$ cat src/rtl/dmem_arbiter.sv
// Two-port arbiter in front of a single-port data RAM with one-cycle read latency.
// Define DMEM_ARB_RR_EN for round-robin arbitration; otherwise port A has fixed priority.
module dmem_arbiter #(
  parameter int AW = 10,
  parameter int DW = 8
) (
  input  logic          clk,
  input  logic          rst_n,
  input  logic          a_req,
  input  logic          a_we,
  input  logic [AW-1:0] a_addr,
  input  logic [DW-1:0] a_wdata,
  input  logic          b_req,
  input  logic          b_we,
  input  logic [AW-1:0] b_addr,
  input  logic [DW-1:0] b_wdata,
  output logic          a_gnt,
  output logic          b_gnt,
  output logic [DW-1:0] a_rdata,
  output logic [DW-1:0] b_rdata,
  output logic          a_rvalid,
  output logic          b_rvalid,
  output logic          mem_re,
  output logic          mem_we,
  output logic [AW-1:0] mem_a,
  output logic [DW-1:0] mem_di,
  input  logic [DW-1:0] mem_do
);

  localparam logic [1:0] IDLE   = 2'd0;
  localparam logic [1:0] ACCESS = 2'd1;
  localparam logic [1:0] RDWAIT = 2'd2;

  logic [1:0]    state;
  logic          cur_b;
  logic          cur_we;
  logic          pick_b;
  logic          sel_we;
  logic [AW-1:0] sel_addr;
  logic [DW-1:0] sel_wdata;

`ifdef DMEM_ARB_RR_EN
  logic last_b;

  // On contention, serve whichever port was not served last.
  always_comb begin
    pick_b = b_req;
    if (a_req && b_req) pick_b = ~last_b;
  end

  always_ff @(posedge clk or negedge rst_n) begin
    if (!rst_n)
      last_b <= 1'b1;
    else if (state == IDLE && (a_req || b_req))
      last_b <= pick_b;
  end
`else
  always_comb begin
    pick_b = b_req && !a_req;
  end
`endif

  always_comb begin
    sel_we    = pick_b ? b_we    : a_we;
    sel_addr  = pick_b ? b_addr  : a_addr;
    sel_wdata = pick_b ? b_wdata : a_wdata;
  end

  // Pulse outputs default low each cycle; mem_a/mem_di only move on a grant.
  always_ff @(posedge clk or negedge rst_n) begin
    if (!rst_n) begin
      state    <= IDLE;
      cur_b    <= 1'b0;
      cur_we   <= 1'b0;
      a_gnt    <= 1'b0;
      b_gnt    <= 1'b0;
      a_rvalid <= 1'b0;
      b_rvalid <= 1'b0;
      a_rdata  <= '0;
      b_rdata  <= '0;
      mem_re   <= 1'b0;
      mem_we   <= 1'b0;
      mem_a    <= '0;
      mem_di   <= '0;
    end else begin
      a_gnt    <= 1'b0;
      b_gnt    <= 1'b0;
      a_rvalid <= 1'b0;
      b_rvalid <= 1'b0;
      mem_re   <= 1'b0;
      mem_we   <= 1'b0;
      case (state)
        IDLE: begin
          if (a_req || b_req) begin
            state  <= ACCESS;
            cur_b  <= pick_b;
            cur_we <= sel_we;
            a_gnt  <= ~pick_b;
            b_gnt  <= pick_b;
            mem_we <= sel_we;
            mem_re <= ~sel_we;
            mem_a  <= sel_addr;
            if (sel_we) mem_di <= sel_wdata;
          end
        end
        ACCESS: begin
          state <= cur_we ? IDLE : RDWAIT;
        end
        RDWAIT: begin
          state <= IDLE;
          if (cur_b) begin
            b_rdata  <= mem_do;
            b_rvalid <= 1'b1;
          end else begin
            a_rdata  <= mem_do;
            a_rvalid <= 1'b1;
          end
        end
        default: state <= IDLE;
      endcase
    end
  end

endmodule
$ cat config.mk
export PLATFORM = sky130hd
export DESIGN_NAME = dmem_arbiter
export DESIGN_NICKNAME = d
export VERILOG_FILES = /design/src/rtl/dmem_arbiter.sv
export SDC_FILE = /design/constraint.sdc
export NUM_CORES = 1
export LEC_CHECK = 0
export CAP_MARGIN = 15
export CORE_MARGIN = 1.5
export CORE_UTILIZATION = 41
export DETAILED_ROUTE_END_ITERATION = 16
export PLACE_DENSITY = 0.79
export SYNTH_ARGS = -nofsm -noshare
export SYNTH_HDL_FRONTEND = slang
export SYNTH_SLANG_ARGS = --single-unit
$ cat constraint.sdc
create_clock -name clk -period 1.7 [get_ports clk]
set_clock_uncertainty 0.2 [all_clocks]
set_input_delay 0.51 -clock clk [delete_from_list [all_inputs] [get_ports clk]]
set_output_delay 0.51 -clock clk [all_outputs]
set_load 0.02 [all_outputs]
-- Word level (Yosys, flattened, before mapping)
Index checks and enable logic that the tools add are counted.
- add/sub/neg operators: 0
- multiply operators: 0
- div/mod/pow operators: 0
- magnitude comparators: 0
- equality and inequality tests: 3
- shift-type cells: 0
- muxes and demuxes: 18
- bitwise logic cells: 3
- reductions and logical operators: 8
- operators with widths (operator ; number):
    2-to-1 mux 1 bit ; 13
    2-to-1 mux 10 bit ; 1
    2-to-1 mux 8 bit ; 1
    AND reduction 2 bit ; 3
    2-to-1 mux 2 bit ; 2
    case mux 2 bit (2 select lines) ; 1
    NOT 1 bit ; 3
    AND reduction 3 bit ; 1
    == test 2 x 1 -> 1 bit, second input constant ; 1
    == test 2 bit, second input constant ; 1
    zero test 2 bit ; 1
    != test 2 bit, second input constant ; 1
    logical AND 1 bit ; 1
    zero test 1 bit ; 1
    logical OR 1 bit ; 1
- bits in registers: 44
- bits in latches: 0
- RAM bits: 0
- memory bits (read-only): 0
- bits of input ports: 50
- memories: 0

-- Logic depth before layout (Yosys ltp)
Gate-level depths: netlist of run 1.
- depth in word-level cells: 6
- depth in mapped cells: 4

-- Least setup slack after synthesis of run 1
OpenSTA, ideal clock, no wires.
- path kind: input to register
- start: input port a_req
- end: register mem_di[1]
- library setup time: 125 ps
- arrival time: 1383 ps
- data required time: 1375 ps
- slack: -8 ps
- cell stages on the path: 3
- path through: nand3b_2 a21oi_4 mux2_2
- word-level cells in the longest chain between the ends: 4
- elaborated cells between the ends (all ways): 6
- classes of those cells: mux: 2; reduce/logical: 4
- ends and longest elaborated chain (element ; RTL line ; source):
    start: declaration ; 9 ; input logic a_req,
    zero test 1 bit ; 59 ; pick_b = b_req && !a_req;
    logical AND 1 bit ; 59 ;
    2-to-1 mux 1 bit ; 64 ; sel_we = pick_b ? b_we : a_we;
    AND reduction 3 bit (no source line) ; -- ;
    end signal: assignment ; 103 ; if (sel_we) mem_di <= sel_wdata;
    end: declaration ; 26 ; output logic [DW-1:0] mem_di,
Several ways; a longest one is shown, not always the timed one.
A chain may end at the register's enable or synchronous reset.

-- Worst setup path after layout of run 1
- start: register a_rvalid
- end: output port a_rvalid
- RTL lines (element ; RTL line ; source):
    start: declaration ; 21 ; output logic a_rvalid,
    start signal: assignment ; 77 ; a_rvalid <= 1'b0;
    start signal: assignment ; 88 ; a_rvalid <= 1'b0;
    start signal: assignment ; 116 ; a_rvalid <= 1'b1;
No word-level cell between the ends.

==> results.md, run 1 <==
* Worst Hold Launch: cur_we
* First-pass GRT wire length at 6710 um
* Weighted congestion at the end of routability-driven global placement at 0.702
* Number of fill cells at 384
* Syn-to-layout area delta at 55.8%
* Worst slew margin at 84.3%
* Run status: finished clean
* Ys flop type: sky130_fd_sc_hd__dfrtp_1
* Num rows at 25
* IO Port Bufs at 89
* Part of the total power dissipated in the clock network at 12.5%
* Net load switching power at 1780 uW
* R2R cell count at 4
* Clock tree root buffer cell: sky130_fd_sc_hd__clkbuf_8
* Worst-skew pair later-pin latency at 290 ps
* Worst-Margin Slew at 235 ps
* Number of vias per cell after detailed routing at 4.77
* Reg2Reg Launch Point: state[0]
* Drt drc at 0
* Fraction of layout cells with a size suffix above 1 at 51.9%
* Distinct cell type count after synthesis at 20
* Diode count at 0
* DIE AREA at 5240 um2
* Routed length per placed instance at 14.9 um
* Achievable frequency at 0.598 GHz
* Worst path slowest cell: sky130_fd_sc_hd__dfrtp_1
* P_int at 3120 uW
* Via count at 1359
* Static Leak at 0.00148 uW
* Synth Cell Area at 1970 um2
* Placed instance area at 3040 um2
* End point of the worst hold path: state[1]
* CTS tree: built
* CP max FO at 1
* Height of the die at 72.4 um
* Count of warnings emitted by yosys at 0
* Overflow left after global routing at 0
* Cell Chain, Critical Path: dlygate4sd2_1
* MaxCap Viol Count at 0
* Placed cells at 273
* Setup-violating endpoint count in the final report at 0
* Hold crit path type: reg -> reg
* Mapped Avg Cell Area at 16.5 um2
* Violation count after the first detailed-route iteration at 21
* CP startpoint kind: flop
* Register bit total from synthesis at 44
* Number of sinks handled by clock tree synthesis at 44
* Sequential fraction of the synthesis area at 55.8%
* Crit end category: output port
* CP Buf/Inv Count at 1
* HPWL reported at the end of detailed placement at 3040 um
* Detailed Routing Iterations Pass 1 at 3
* Top-level port count at 90
* Wire length after detailed routing at 4260 um
* CTS max path bufs at 2
* Data required time of the worst path at 990 ps
* Final standard cell count with taps included and fillers excluded at 285
* Pin count of the biggest net entering global routing at 45
* Number of nets at the end of the flow at 281
* Clock transition at the registers of the reported paths at 70 ps
* Part of the total power dissipated in combinational logic at 50.6%
* Final design utilization at 65.5%
* Final Max Slew Viols at 0
* Fraction of power spent switching nets at 36.4%
* Sequential share of power at 36.9%
* Final clock period utilization by the worst path at 98.4%
* Worst Hold Depth at 1
* P per Cell Area at 1600 nW/um2
* Worst slack at placement at -588 ps
* Share of synthesized flip-flops with an asynchronous set or reset at 100%
* Slowest stage delay, CP at 360 ps
* Gate count of the mapped netlist at 120
* Vias in the first global route at 1413
* H-tree lvl count at 2
* Number of enable flip-flop cells after synthesis at 0
* Nets in the synthesized netlist at 170
* Core area at 4690 um2
* WP data arrival at 960 ps
* Final design instance area without fill at 3080 um2
* Time the final worst path needs with I/O delays and setup at 1670 ps
* Initial antenna violation count at 0
* Number of antenna-violating nets in the routed design at 0
* Critical register-to-register path endpoint: mem_di[2]
* Cell type group with the largest total delay on the critical path: flip-flops
* Effective utilization at floorplan at 42.1%
* Hold Violations, Final at 0
* Num CTS Buffers at 5
* Maximum resistive drop on vdd at 757 uV
* Flop2flop setup slack at 70 ps
* Setup CP Type: reg -> out
* Global routing usage summed across all routing layers at 17.2%
* Setup slack of the critical path after layout at 26.8 ps
* Die width at 72.4 um
-- flip-flops by register name, summed over array words and instances, names as in the netlist --
| name | flops |
|---|---|
| a_gnt | 1 |
| a_rdata | 8 |
| a_rvalid | 1 |
| b_gnt | 1 |
| b_rdata | 8 |
| b_rvalid | 1 |
| cur_b | 1 |
| cur_we | 1 |
| mem_a | 10 |
| mem_di | 8 |
| mem_re | 1 |
| mem_we | 1 |
| state | 2 |
-- cells in the final DEF, fill, tap and decap left out, drive strengths merged --
master,count
nand3b,2
clkinv,1
nand2b,1
buf,19
dlygate4sd2,3
nand2,2
clkdlybuf4s50,44
mux2,52
a21oi,2
dfrtp,44
or2,1
nor3b,2
clkbuf,34
clkdlybuf4s15,13
nor2,5
a31oi,1
o21ba,1
inv,1
and2,1
dlygate4sd3,1
and3,1
-- cells in the mapped netlist (2+ instances only) --
library cell,number,area share [%]
sky130_fd_sc_hd__buf_6,3,1.7
sky130_fd_sc_hd__dfrtp_1,44,56
sky130_fd_sc_hd__nor2_1,4,0.76
sky130_fd_sc_hd__nor3b_1,2,0.76
sky130_fd_sc_hd__mux2_4,28,21
sky130_fd_sc_hd__nand2_1,2,0.38
sky130_fd_sc_hd__mux2_2,24,14
-- stage by stage --
step	setup TNS, ps	total power, uW	hold WS, ps
3_3_place_gp	-10130	4560	210
2_1_floorplan	0	3280	14.4
6_report	0	4910	233
3_5_place_dp	-11150	4600	215
5_1_grt	-4.38	5180	250
4_1_cts	0	5130	226
-- how the worst max path moves through the flow --
stage	start	end	slack [ps]	depth (start not counted)
2_1_floorplan	a_req	mem_di[1]	10	3
3_3_place_gp	b_req	mem_a[9]	-520	5
3_5_place_dp	a_req	mem_di[3]	-590	5
4_1_cts	b_rvalid	b_rvalid	0.3	1
5_1_grt	mem_di[3]	mem_di[3]	-4	1
6_report	a_rvalid	a_rvalid	30	1
-- power groups by stage --
stage / clock network, uW / logic (uW) / registers [uW]
detailed placement: 0 / 2770 / 1830
CTS: 637 / 2680 / 1810
floorplan: 0 / 910 / 2370
finish: 611 / 2480 / 1810
global route: 672 / 2640 / 1870
global placement: 0 / 2740 / 1820
-- timing repair --
action,CTS,global route
pin swaps,1,1
setup buffers,3,1
endpoints found under the hold margin,44,0
setup endpoints to repair,60,43
gates cloned,2,0
hold buffers,1,0
gates resized for setup,93,36
-- cell type report --
type	count	area, um2	share of cell area, %
tap	54	67.6	2.20
clock buffer	6	72.6	2.36
timing repair buffer	108	970	31.5
clock inverter	1	5.00	0.163
sequential	44	1100	35.8
multi-input combinational	71	856	27.8
inverter	1	3.75	0.122
-- cells by family (layout without fill, tap and decap cells) --
kind of cell           count (synthesis)  count (layout)  synth area share, %
AND/OR/NAND/NOR                       15              15                 5.20
AO/OA/AOI/OAI                          4               4                 1.90
flip-flops                            44              44                 55.8
buffers and inverters                  5             116                 2.15
multiplexers                          52              52                 35.0
-- routing by layer --
metal  part of all wire, %  wire (um)  global-route usage (%)
met1                    41       1730                    20.1
met2                    52       2200                    30.1
met3                   6.1        261                    4.86
met4                   1.5         65                    6.29
met5                     0          0                       0
No activity file was read; power rests on OpenSTA's default activity.
==> run 2: changes to the inputs <==
Settings changed: HOLD_SLACK_MARGIN from default to 0.12.
==> results of run 2 <==
The final DEF is identical to that of run 1; final timing and power are the same.
